<file path="src/rtl/twiddle_fetch_ctrl.sv">
// Twiddle-factor fetch controller: walks every NTT stage, reads twiddle pairs from a dual-port ROM
// and hands them to a butterfly consumer over a valid/ready link. Optional tags: TW_STAGE_TAG_EN.
module twiddle_fetch_ctrl #(
    parameter int unsigned WIDTH  = 96,
    parameter int unsigned LENGTH = 1024,
    parameter int unsigned LOGN   = 8
) (
    input  logic                      clk,
    input  logic                      rst,
    input  logic                      start,
    input  logic                      inv,
    output logic                      rom_en,
    output logic [$clog2(LENGTH)-1:0] rom_addra,
    output logic [$clog2(LENGTH)-1:0] rom_addrb,
    input  logic [WIDTH-1:0]          rom_doa,
    input  logic [WIDTH-1:0]          rom_dob,
    output logic [WIDTH-1:0]          tw_a,
    output logic [WIDTH-1:0]          tw_b,
    output logic                      tw_valid,
    input  logic                      tw_ready,
    output logic                      busy,
    output logic                      done
`ifdef TW_STAGE_TAG_EN
    ,
    output logic [$clog2(LOGN)-1:0]   tw_stage,
    output logic                      tw_last
`endif
);

    localparam int unsigned AW = $clog2(LENGTH);
    localparam int unsigned SW = $clog2(LOGN);
    localparam int unsigned N  = 1 << LOGN;
    localparam int unsigned JW = LOGN;

    localparam logic [JW-1:0] JLast     = JW'(N / 2 - 2);
    localparam logic [SW-1:0] StageLast = SW'(LOGN - 1);

    typedef enum logic [1:0] {StIdle, StRun, StDrain, StDone} state_t;

    state_t        state;
    logic [JW-1:0] j;
    logic [SW-1:0] stage;
    logic          inv_lat;

    logic          issue;
    logic          last_j;
    logic          last_stage;
    logic [SW-1:0] shamt;
    logic [AW-1:0] base;
    logic [AW-1:0] step;

    // A new pair may enter the output register only when it is empty or being drained.
    assign issue      = (state == StRun) && (!tw_valid || tw_ready);
    assign rom_en     = issue;
    assign last_j     = (j == JLast);
    assign last_stage = inv_lat ? (stage == '0) : (stage == StageLast);
    assign busy       = (state != StIdle);
    assign done       = (state == StDone);
    assign tw_a       = rom_doa;
    assign tw_b       = rom_dob;

    always_comb begin
        shamt     = StageLast - stage;
        base      = inv_lat ? AW'(N) : '0;
        step      = AW'(1) << stage;
        rom_addra = '0;
        rom_addrb = '0;
        if (state != StIdle) begin
            rom_addra = base + step + (AW'(j) >> shamt);
            // j is always even, so j+1 is j with bit 0 set.
            rom_addrb = base + step + ((AW'(j) | AW'(1)) >> shamt);
        end
    end

    always_ff @(posedge clk or posedge rst) begin
        if (rst) begin
            state    <= StIdle;
            j        <= '0;
            stage    <= '0;
            inv_lat  <= 1'b0;
            tw_valid <= 1'b0;
        end else begin
            if (issue) begin
                tw_valid <= 1'b1;
            end else if (tw_ready) begin
                tw_valid <= 1'b0;
            end

            unique case (state)
                StIdle: begin
                    if (start) begin
                        state   <= StRun;
                        inv_lat <= inv;
                        j       <= '0;
                        stage   <= inv ? StageLast : '0;
                    end
                end
                StRun: begin
                    if (issue) begin
                        if (last_j) begin
                            j <= '0;
                            if (last_stage) begin
                                state <= StDrain;
                            end else if (inv_lat) begin
                                stage <= stage - SW'(1);
                            end else begin
                                stage <= stage + SW'(1);
                            end
                        end else begin
                            j <= j + JW'(2);
                        end
                    end
                end
                StDrain: begin
                    if (tw_valid && tw_ready) begin
                        state <= StDone;
                    end
                end
                StDone: begin
                    state <= StIdle;
                end
                default: begin
                    state <= StIdle;
                end
            endcase
        end
    end

`ifdef TW_STAGE_TAG_EN
    // Tags travel with the pair: captured on issue, alongside the ROM read.
    always_ff @(posedge clk or posedge rst) begin
        if (rst) begin
            tw_stage <= '0;
            tw_last  <= 1'b0;
        end else if (issue) begin
            tw_stage <= stage;
            tw_last  <= last_j;
        end
    end
`endif

endmodule

</file>
<file path="config.mk">
export PLATFORM = sky130hd
export DESIGN_NAME = twiddle_fetch_ctrl
export DESIGN_NICKNAME = d
export VERILOG_FILES = /design/src/rtl/twiddle_fetch_ctrl.sv
export SDC_FILE = /design/constraint.sdc
export NUM_CORES = 1
export LEC_CHECK = 0
export ABC_AREA = 1
export CAP_MARGIN = 20
export CELL_PAD_IN_SITES_DETAIL_PLACEMENT = 0
export CELL_PAD_IN_SITES_GLOBAL_PLACEMENT = 1
export CORE_ASPECT_RATIO = 0.6
export CORE_MARGIN = 1.5
export CORE_UTILIZATION = 14
export CTS_CLUSTER_SIZE = 25
export DETAILED_ROUTE_END_ITERATION = 10
export PLACE_DENSITY = 0.85
export SYNTH_ARGS = -nofsm -noshare
export SYNTH_HDL_FRONTEND = slang
export SYNTH_SLANG_ARGS = --single-unit
</file>
<file path="constraint.sdc">
create_clock -name clk -period 2.62 [get_ports clk]
set_clock_uncertainty 0.1 [all_clocks]
set_input_delay 0.393 -clock clk [delete_from_list [all_inputs] [get_ports clk]]
set_output_delay 0.393 -clock clk [all_outputs]
set_load 0.01 [all_outputs]
</file>
[After elaboration in Yosys (flattened, before gate mapping)]
Cells that the tools add are included.
W data, S select, Z words.
Operators by class
  add/subtract/negate cells: 7
  equality and inequality tests: 11
  shifts and indexed selects: 3
  mux-type cells: 23
  reduce and logical (&&, ||, !) cells: 13
Operators with widths (count)
  $mux W8: 3
  $add A10 B10 Y10: 2
  $mux W10: 2
  $shr A8 B3 Y10: 2
  $mux W3: 6
  $pmux W8 S2: 1
  $ne A2 B2 Y1 const B: 6
  $add A9 B10 Y10: 1
  $mux W2: 5
  $reduce_and A5 Y1: 2
  $shl A1 B3 Y10 const A: 1
  $mux W9: 1
  $add A8 B2 Y8 const B: 1
  $eq A8 B7 Y1 const B: 1
  $pmux W2 S4: 1
  $pmux W3 S2: 1
  $reduce_bool A2 Y1: 3
  $eq A2 B2 Y1 const B: 2
  $add A3 B1 Y3 const B: 1
  $eq A3 B3 Y1 const B: 1
  $logic_not A3 Y1: 1
  $mux W1: 3
  $reduce_and A3 Y1: 1
  $sub A3 B1 Y3 const B: 1
  other kinds (7): 8
Word-level totals
  flip-flop bits (word level): 15
  input port bits: 197
  word-level logic and storage cells: 62

[Longest topological paths before layout]
Gate-level depths: netlist (run 1).
  depth in word-level cells: 6
  depth in mapped cells: 18

[Worst setup path after synthesis (run 1)]
OpenSTA, ideal clock, no wires.
  path kind: reg-to-output
  start: register stage[0]
  end: output rom_addra[8]
  data arrival time: 2.131 ns
  required time: 2.127 ns
  setup slack: -0.004 ns
  stages on the path, launching flop included: 17
  path buffers: 1
  cells stage by stage: dfrtp_1 buf_6 nand2_1 o21ai_1 o21ai_1 or2_1 nand2_1 ha_1 inv_1 fa_1 inv_1 nand2_1 nand2_1 nand2_1 nand2_1 nor2_1 nor2_1
Between the ends
  longest elaborated chain between the ends: 4
  elaborated cells on any way between the ends: 6
  classes of those cells: 3 x add/sub; 2 x shift; 1 x mux
RTL lines
  start, declared: line 42  | logic [SW-1:0] stage;
  start signal, assigned: line 95  | stage <= inv ? StageLast : '0;
  start signal, assigned: line 105  | stage <= stage - SW'(1);
  start signal, assigned: line 107  | stage <= stage + SW'(1);
  $shl A1 B3 Y10 or $sub A3 B3 Y3 (tied branches): line 65, 63
  $add A9 B10 Y10 or $shr A8 B3 Y10 (tied branches): line 69  | rom_addra = base + step + (AW'(j) >> shamt);
  $add A10 B10 Y10 (*): line 69
  $mux W10 (*): line 68  | if (state != StIdle) begin
  end, declared: line 13  | output logic [$clog2(LENGTH)-1:0] rom_addra,
Mark *: on every way between the ends. The rest lies on a longest branch, timed or not.

[Worst setup path in the final report (run 1)]
  start: register stage[0]
  end: output rom_addrb[8]
Between the ends
  longest elaborated chain between the ends: 4
  elaborated cells on any way between the ends: 6
  classes of those cells: 3 x add/sub; 2 x shift; 1 x mux
RTL lines
  $shl A1 B3 Y10 or $sub A3 B3 Y3 (tied branches): line 65, 63
  $add A9 B10 Y10 or $shr A8 B3 Y10 (tied branches): line 71  | rom_addrb = base + step + ((AW'(j) | AW'(1)) >> shamt);
  $add A10 B10 Y10 (*): line 71
  $mux W10 (*): line 68
  end, declared: line 14  | output logic [$clog2(LENGTH)-1:0] rom_addrb,
Marks and branches as above.

==> summary.txt, run 1 <==
Worst setup path
  – Crit path from: stage[0]$_DFFE_PP0P_
  – Delay of the slowest critical-path stage: 450 ps
  – Data required time of the worst path: 2130 ps
  – Reg-to-reg critical path endpoint: j[6]$_DFFE_PP0P_
  – Worst EP arrival: 2540 ps
  – FF-to-FF path depth: 9
  – Crit Path Category: flop to output port
  – Critical path launch point type: flop
  – Reg2reg start: state[0]$_DFFE_PP0P_
  – CP endpoint kind: output port
  – Register-to-register path setup slack: 790 ps
  – CP max FO: 6
  – Cell depth of the worst setup path: 17
  – Critical-path top delay cell: dfrtp_2
  – Top Family by Delay on Critical Path: simple AND/OR/NAND/NOR gates
  – Worst Setup EP: rom_addrb[8]
  – Cell mode on critical path: nand2_1
  – CP bufs+invs: 4
  – Crit-path cells: inv_2 > buf_4 > nand2_1 > o21ai_1 > nor2_1 > o21ai_1 > nand2_2 > buf_4 > fa_2 > nand2_1 > nand2_1 > nand2_1 > nand2_1 > nand2_1 > nand2_1 > nor2_1 > buf_2

STA
  – Final hold viol count: 0
  – Worst Tran Pin Value: 596 ps
  – Slew HR: 60.2%
  – RSZ-0062 raised after global routing: true
  – FMAX: 0.329 GHz
  – Final Max Tran Viols: 0
  – Period utilization: 116%
  – Final Critical Period: 3040 ps
  – Worst Setup Slack, final: -418 ps
  – Final setup viols: 18

Synth
  – Top FF cell, synth: dfrtp_1
  – Post-synth top cells: buf_4, nand2_1, nor2_1, inv_1, o21ai_0
  – Post-synth EDFFs: 0
  – Cell Area, Synth: 3360 um2
  – Biggest area consumer among synthesized cells: buf_4
  – Ys async rst share: 100%
  – Cells after Synth: 522
  – Distinct cells, synth: 27
  – Area contributors post-synth: buf_4, nand2_1, dfrtp_1
  – Most frequent cell after synthesis: buf_4
  – Post-Syn Nets: 736
  – Sequential-to-total area share from yosys stat: 10.4%
  – Area share of the largest cell type after synthesis: 43.1%
  – Post-Syn Area per Cell: 6.44 um2
  – Yosys reg bits: 14
  – Synth Warn #: 0

GRT
  – Vias in the first global route: 2759
  – GRT Total Usage: 9.37%
  – Initial antenna violation count: 0
  – Largest net degree at the start of global routing: 15
  – GR Overflow Total: 0
  – First-pass GRT wire length: 17100 um

Route
  – Iteration-0 DRC Markers: 103
  – Post-route antenna net violation count: 0
  – Via count: 2668
  – Residual DRC: 0
  – Vias/cell: 3.64
  – Pre-antenna DRT Iters: 4
  – WL final: 12200 um
  – Avg WL per Cell: 16.6 um

Job
  – Maxcap violations: 0

Place
  – Port Buffers: 28
  – Final Wtd Congestion: 0.856
  – Post-DP HPWL: 9940 um
  – Placed Area: 2960 um2

Clock tree
  – # hold bufs at CTS: 0
  – Inserted Clock Buffers: 3
  – Clock slew at reported path FFs: 50 ps
  – CTS tree: done
  – Root buf cell: clkbuf_16
  – Sink Count: 14
  – H-tree levels: 1
  – Worst-Skew Late Latency: 250 ps
  – Clock buffer depth: 2

Pwr
  – Static leakage: 1.64 nW
  – Pwr Total: 0.00341 W
  – PD cells: 1020 nW/um2
  – VDD IR max: 0.254 mV

Layout
  – Fraction of layout cells with a size suffix above 1: 43.1%
  – Post-route cell area: 3340 um2
  – Nets: 633
  – Antenna diodes: 0
  – Layout area overhead: -0.670%

Floorplanning
  – Initial Util: 14.4%
  – Row cnt: 43
  – Die area: 25000 um2
  – Die Y: 123 um
  – Ports: 413
  – Die Span X: 203 um
  – Core area: 23300 um2

Outcome
  – Failing checks: setup timing
  – Outcome: finished with violations

Hold path
  – HP Class: flop to flop
  – HP Start: state[1]$_DFFE_PP0P_
## cell usage in the layout (no fill, tap or decap), drive strengths merged
cell type | Yosys | routed
a21oi | 13 | 13
a31oi | 2 | 2
and2 | 3 | 3
buf | 201 | 84
clkbuf | 1 | 6
clkdlybuf4s50 | 0 | 8
dfrtp | 14 | 14
fa | 3 | 3
ha | 14 | 14
inv | 48 | 48
nand2 | 118 | 118
nand3 | 21 | 21
nand4 | 6 | 6
nor2 | 44 | 44
nor3 | 1 | 1
o211ai | 1 | 1
o21ai | 27 | 27
o22ai | 1 | 1
or2 | 1 | 1
xnor2 | 1 | 1
xor2 | 2 | 2
## worst min-delay path by stage
stage                     cells after the start                    to  slack (ps)
after floorplan                               1   inv_lat$_DFFE_PP0P_         180
after global placement                        2  state[0]$_DFFE_PP0P_         420
after detailed placement                      2  tw_valid$_DFFE_PP0P_         440
after CTS                                     2  tw_valid$_DFFE_PP0P_         450
after global routing                          2  tw_valid$_DFFE_PP0P_         490
final                                         2  state[1]$_DFFE_PP0P_         450
## per-stage QoR
stage / cells / util [%] / setup slack [ps] / TNS (ps) / hold WS (ps)
floorplan: 522 / - / 24.6 / 0 / 182
global placement: 722 / 12.7 / -686 / -10000 / 422
detailed placement: 722 / 12.7 / -727 / -11130 / 437
CTS: 732 / 13.9 / -463 / -5950 / 451
global route: 733 / 14.3 / -599 / -8390 / 488
finish: 733 / 14.3 / -418 / -5450 / 446
## layer usage
layer	GRT usage (%)	vias up	share of wire [%]
met5	7.54	-	1.8
met4	1.53	6	0.88
met3	9.44	14	19
met2	9.23	248	32
met1	12.3	1191	46
li1	-	1209	-
## worst register-to-register path, delay by kind of cell (launching register included)
family	cells	cell delay [ps]
AOI/OAI and AO/OA	1	90
adders and majority gates	1	220
buffers and inverters	3	450
DFF	1	400
and+or+nand+nor	4	460
## layout make-up
cell class	instances	area, um2
fill	2724	20000
multi-input combinational	258	1590
timing repair buffer	94	728
tap	315	394
sequential	14	354
inverter	48	183
clock buffer	4	88.8
## logic make-up (layout without fill, tap and decap cells)
group	Yosys count	count (layout)	share of synthesized area, %
buf+inv	250	146	50.5
simple gates	194	194	24.5
compound gates	44	44	6.74
fa+ha+maj	17	17	7.00
flops	14	14	10.4
xor+xnor	3	3	0.782
## repair_timing
action / in CTS / in global routing
setup endpoints to repair: 20 / 20
buffers inserted: 8 / 2
pin swaps: 24 / 13
gates resized for setup: 155 / 35
## where the power goes
part | leakage (nW) | switching [W] | internal [W]
Clock | 0.0442 | 0.0000956 | 0.000232
Sequential | 0.177 | 0.000123 | 0.000293
Combinational | 1.42 | 0.00147 | 0.00119
## flip-flops by register name (all words and copies together), names as in the netlist
name      cells
state         2
stage         3
j             7
tw_valid      1
inv_lat       1
Note: power is estimated with default switching activity, not from simulation.
==> run 2, diff against run 1 <==
Settings changed: CORE_AREA from default to 2 2 159 161, CORE_ASPECT_RATIO 0.6 to default, CORE_MARGIN 1.5 to default, CORE_UTILIZATION 14 to default, DIE_AREA from default to 0 0 161 163, DONT_BUFFER_PORTS from default to 1, PLACE_DENSITY 0.85 to 0.44.
Clock period 2.62 ns to 3.6 ns, I/O delays scaled along.
==> summary.txt, run 2 (same netlist as run 1, synthesis figures left out) <==
Clock tree
  – Root buf cell: clkbuf_16
  – Worst-Skew Late Latency: 250 ps (about the same)
  – Clock slew at reported path FFs: 50 ps (about the same)
  – # hold bufs at CTS: 0 (unchanged)
  – CTS tree: done
  – Clock buffer depth: 2 (unchanged)
  – H-tree levels: 1 (unchanged)
  – Inserted Clock Buffers: 3 (unchanged)
  – Sink Count: 14 (unchanged)

Floorplanning
  – Initial Util: 13.6% (-0.77 points)
  – Die Y: 163 um (+33%)
  – Core area: 24700 um2 (+5.7%)
  – Ports: 413 (unchanged)
  – Die area: 26200 um2 (+5.1%)
  – Row cnt: 58 (+35%)
  – Die Span X: 161 um (-21%)

Worst setup path
  – CP endpoint kind: output port
  – Critical path launch point type: flop
  – Worst EP arrival: 2730 ps (+190 ps)
  – CP max FO: 10 (+4)
  – Data required time of the worst path: 2960 ps (+830 ps)
  – Crit Path Category: flop to output port

Pwr
  – Static leakage: 1.14 nW (-31%)
  – VDD IR max: 0.227 mV (-11%)
  – PD cells: 719 nW/um2 (-30%)

Place
  – Final Wtd Congestion: 0.721 (-16%)
  – Post-DP HPWL: 7040 um (-29%)
  – Port Buffers: 0 (-100%)
  – DP Worst Slack: 342 ps (+1070 ps)

Route
  – WL final: 8500 um (-30%)
  – Iteration-0 DRC Markers: 132 (+28%)
  – Residual DRC: 0 (unchanged)
  – Vias/cell: 3.28 (-9.9%)
  – Pre-antenna DRT Iters: 4 (unchanged)
  – Post-route antenna net violation count: 0 (unchanged)
  – Avg WL per Cell: 12.9 um (-22%)
  – Via count: 2154 (-19%)

Layout
  – Fraction of layout cells with a size suffix above 1: 7.65% (-35 points)
  – Top Registers: j (7), stage (3), state (2)
  – Layout fillers: 2942 (+8.0%)
  – Nets: 542 (-14%)
  – Commonest non-fill, non-tap cell in the layout: nand2_1
  – Number of flip-flops in the largest register: 7 (unchanged)
  – Layout area overhead: -29.3%
  – Most frequent cells in the layout: nand2_1, inv_1, nor2_1
  – Reg area: 353 um2 (-0.35%)
  – Biggest register: j
  – Antenna diodes: 0 (unchanged)
  – Area of the multi-input gates: 1320 um2 (-17%)

GRT
  – Met1 usage: 6.85% (-5.4 points)
  – Largest net degree at the start of global routing: 19 (+4)
  – GRT Total Usage: 6.30% (-3.1 points)
  – GRT met3 Usage: 3.95% (-5.5 points)
  – Vias in the first global route: 2116 (-23%)
  – M2 GR Usage: 8.56% (-0.66 points)
  – Most Crowded Layer GR: met2
  – First-pass GRT wire length: 12600 um (-26%)
  – Initial antenna violation count: 0 (unchanged)
  – GR Overflow Total: 0 (unchanged)

STA
  – Period utilization: 93.5%
  – RSZ-0062 raised after global routing: true
  – FMAX: 0.297 GHz
  – Worst Setup Slack, final: 234 ps (+651 ps)
  – Final setup viols: 0 (-18)
  – Final Critical Period: 3370 ps
  – Post-route setup TNS: 0 ps (+5450 ps)
  – Final hold viol count: 0 (unchanged)
  – Worst Tran Pin Value: 688 ps (+92.0 ps)
  – Slew HR: 54.1% (-6.1 points)
  – Final Max Tran Viols: 0 (unchanged)

Outcome
  – Outcome: completed

Hold path
  – HP Class: input port to asynchronous set/reset pin

Job
  – Maxcap violations: 0 (unchanged)
## run 2: metrics by stage
step | total power (W) | utilization, % | instance area [um2] | std cells | hold slack (ps)
after floorplan | 0.00140 | - | 3360 | 522 | 329
after global placement | 0.00153 | 9.23 | 2280 | 653 | 432
after CTS | 0.00176 | 9.59 | 2370 | 657 | 218
after global routing | 0.00191 | 9.62 | 2370 | 657 | 240
final | 0.00171 | 9.62 | 2370 | 657 | 186
after detailed placement | 0.00151 | 9.23 | 2280 | 653 | 425
## run 2: per-layer routing
layer / wire length, um / up-vias
met5: 0 / -
met4: 655 / 0
met3: 1140 / 72
met2: 3360 / 125
met1: 3340 / 928
li1: - / 1029
## run 2: final cells by class
type	count	area share [%]
Multi-Input combinational cell	258	55.5
Tap cell	330	17.4
Sequential cell	14	14.9
Inverter	48	7.59
Clock buffer	4	3.74
Timing Repair Buffer	3	0.949
## run 2: repair_timing
action / CTS / global route
buffers inserted: 0 / 0
setup endpoints to repair: 0 / 6
gates resized for setup: 0 / 6
## run 2: power by group
part           internal [W]  switching [W]
clock              0.000169      0.0000726
combinational      0.000341       0.000802
sequential         0.000211       0.000113
## run 2: path summary, 6_finish.rpt
kind	from	to	slack, ps	cells past startpoint
max in group asynchronous	rst	stage[0]$_DFFE_PP0P_	2730	1
worst max-delay path	stage[0]$_DFFE_PP0P_	rom_addra[4]	230	15
min in group clk	inv	inv_lat$_DFFE_PP0P_	350	2
worst max register to register	state[1]$_DFFE_PP0P_	stage[2]$_DFFE_PP0P_	1590	9
worst min-delay path	rst	state[1]$_DFFE_PP0P_	190	1
worst min register to register	state[0]$_DFFE_PP0P_	state[0]$_DFFE_PP0P_	430	2
## run 2: worst max-delay path, stage by stage, from the launching register on
cell,delay (ps)
dfrtp_2,450
inv_1,200
nand2_1,70
o21ai_1,120
nand2_1,90
o21ai_0,100
nand2_1,70
nand2_1,80
ha_1,190
inv_1,70
fa_1,350
inv_1,130
nand2_1,70
nand2_1,90
o21ai_0,80
a21oi_1,300
==> run 3, diff against run 2 <==
Settings changed: CTS_BUF_LIST from default to sky130_fd_sc_hd__clkbuf_8, CTS_CLUSTER_DIAMETER from default to 60, GPL_ROUTABILITY_DRIVEN from default to 0.
==> summary.txt, run 3 (same netlist as run 1, synthesis figures left out) <==
Layout
  – Top Registers: j (7), stage (3), state (2)
  – Commonest non-fill, non-tap cell in the layout: nand2_1
  – Number of flip-flops in the largest register: 7 (unchanged)
  – Layout area overhead: -30.4%
  – Layout fillers: 2948 (+0.20%)
  – Nets: 542 (unchanged)
  – Biggest register: j
  – Antenna diodes: 0 (unchanged)
  – Most frequent cells in the layout: nand2_1, inv_1, nor2_1
  – Fraction of layout cells with a size suffix above 1: 7.65% (unchanged)

Worst setup path
  – Worst Setup EP: rom_addra[4]
  – Crit Path Category: flop to output port
  – Data required time of the worst path: 2960 ps (about the same)
  – Worst EP arrival: 2740 ps (about the same)
  – Crit path from: stage[0]$_DFFE_PP0P_
  – CP endpoint kind: output port
  – FF-to-FF path depth: 9 (unchanged)
  – Critical path launch point type: flop
  – Reg2reg start: state[1]$_DFFE_PP0P_
  – Reg-to-reg critical path endpoint: stage[2]$_DFFE_PP0P_
  – CP max FO: 10 (unchanged)
  – Register-to-register path setup slack: 1580 ps (about the same)

Pwr
  – Static leakage: 1.13 nW (-1.3%)
  – PD cells: 696 nW/um2 (-3.3%)
  – Pwr Total: 0.00163 W (-4.7%)
  – VDD IR max: 0.182 mV (-20%)

STA
  – Slew HR: 54.4% (+0.30 points)
  – RSZ-0062 raised after global routing: true
  – WHS: 181 ps (-5.41 ps)
  – Final Critical Period: 3380 ps (+15.8 ps)
  – Period utilization: 93.9% (+0.44 points)
  – FMAX: 0.296 GHz (-0.47%)
  – Final Max Tran Viols: 0 (unchanged)
  – Worst Tran Pin Value: 683 ps (-4.54 ps)
  – Final hold viol count: 0 (unchanged)
  – Final setup viols: 0 (unchanged)

Clock tree
  – CTS tree: done
  – # hold bufs at CTS: 0 (unchanged)
  – Inserted Clock Buffers: 3 (unchanged)
  – Worst-Skew Late Latency: 250 ps (about the same)
  – Sink Count: 14 (unchanged)
  – Root buf cell: clkbuf_8
  – Setup Buffers After CTS: 0 (unchanged)
  – CTS resizes: 0 (unchanged)
  – Clock buffer depth: 2 (unchanged)
  – H-tree levels: 1 (unchanged)
  – Clock slew at reported path FFs: 70 ps (+20 ps)

Floorplanning
  – Initial Util: 13.6% (unchanged)
  – Row cnt: 58 (unchanged)
  – Core area: 24700 um2 (unchanged)
  – Die Span X: 161 um (unchanged)
  – Die area: 26200 um2 (unchanged)
  – Die Y: 163 um (unchanged)
  – Ports: 413 (unchanged)

GRT
  – GRT met3 Usage: 3.90% (-0.051 points)
  – First-pass GRT wire length: 12600 um (-0.16%)
  – Vias in the first global route: 2113 (-0.14%)
  – Met1 usage: 6.80% (-0.046 points)
  – GRT Total Usage: 6.25% (-0.049 points)
  – M2 GR Usage: 8.53% (-0.039 points)
  – Largest net degree at the start of global routing: 19 (unchanged)
  – GR Overflow Total: 0 (unchanged)
  – Initial antenna violation count: 0 (unchanged)
  – Most Crowded Layer GR: met2

Job
  – Maxcap violations: 0 (unchanged)

Route
  – Via count: 2138 (-0.74%)
  – Pre-antenna DRT Iters: 4 (unchanged)
  – Residual DRC: 0 (unchanged)
  – Iteration-0 DRC Markers: 143 (+8.3%)
  – Vias/cell: 3.25 (-0.74%)
  – Avg WL per Cell: 13.0 um (+0.29%)
  – Post-route antenna net violation count: 0 (unchanged)
  – WL final: 8520 um (+0.29%)

Place
  – Post-DP HPWL: 7040 um (unchanged)
  – Port Buffers: 0 (unchanged)

Hold path
  – HP Class: input port to asynchronous set/reset pin

Outcome
  – Outcome: completed
run 3: cell counts in the layout (fill, tap and decap cells not counted):
Identical to the previous run, type by type.
run 3: routing by layer:
metal	routed length, um	vias up
met5	0	-
met2	3370	123
met4	660	0
met1	3380	919
met3	1110	72
li1	-	1024
run 3: how the worst min path moves through the flow:
stage | from | to | slack, ps
floorplan | rst | inv_lat$_DFFE_PP0P_ | 330
global placement | state[1]$_DFFE_PP0P_ | state[1]$_DFFE_PP0P_ | 430
detailed placement | state[1]$_DFFE_PP0P_ | state[1]$_DFFE_PP0P_ | 420
CTS | rst | state[1]$_DFFE_PP0P_ | 210
global route | rst | state[1]$_DFFE_PP0P_ | 230
finish | rst | state[1]$_DFFE_PP0P_ | 180
run 3: final cells by class:
| type | count | area (um2) | share of cell area, % |
|---|---|---|---|
| Clock buffer | 4 | 55.1 | 2.35 |
| Inverter | 48 | 180 | 7.70 |
| Multi-Input combinational cell | 258 | 1320 | 56.3 |
| Sequential cell | 14 | 353 | 15.1 |
| Tap cell | 330 | 413 | 17.6 |
| Timing Repair Buffer | 3 | 22.5 | 0.963 |
run 3: through the flow:
step / setup TNS, ps / setup WS, ps / cell area [um2] / utilization [%] / std cells
finish: 0 / 218 / 2340 / 9.48 / 657
global route: -24.2 / -13.9 / 2340 / 9.48 / 657
global placement: 0 / 389 / 2280 / 9.23 / 653
detailed placement: 0 / 342 / 2280 / 9.23 / 653
CTS: 0 / 56.2 / 2330 / 9.45 / 657
floorplan: 0 / 829 / 3360 / - / 522
run 3: worst max-delay path, cell delays in order (launching register included):
cell	delay, ps
dfrtp_2	460
inv_1	210
nand2_1	70
o21ai_1	120
nand2_1	100
o21ai_0	100
nand2_1	70
nand2_1	80
ha_1	190
inv_1	70
fa_1	350
inv_1	140
nand2_1	70
nand2_1	90
o21ai_0	80
a21oi_1	300
run 3: power breakdown:
part / internal, W / switching (W) / total (W) / leakage, nW
combinational: 0.000341 / 0.000803 / 0.00114 / 0.918
sequential: 0.000211 / 0.000113 / 0.000324 / 0.179
clock: 0.0000969 / 0.0000638 / 0.000161 / 0.0288
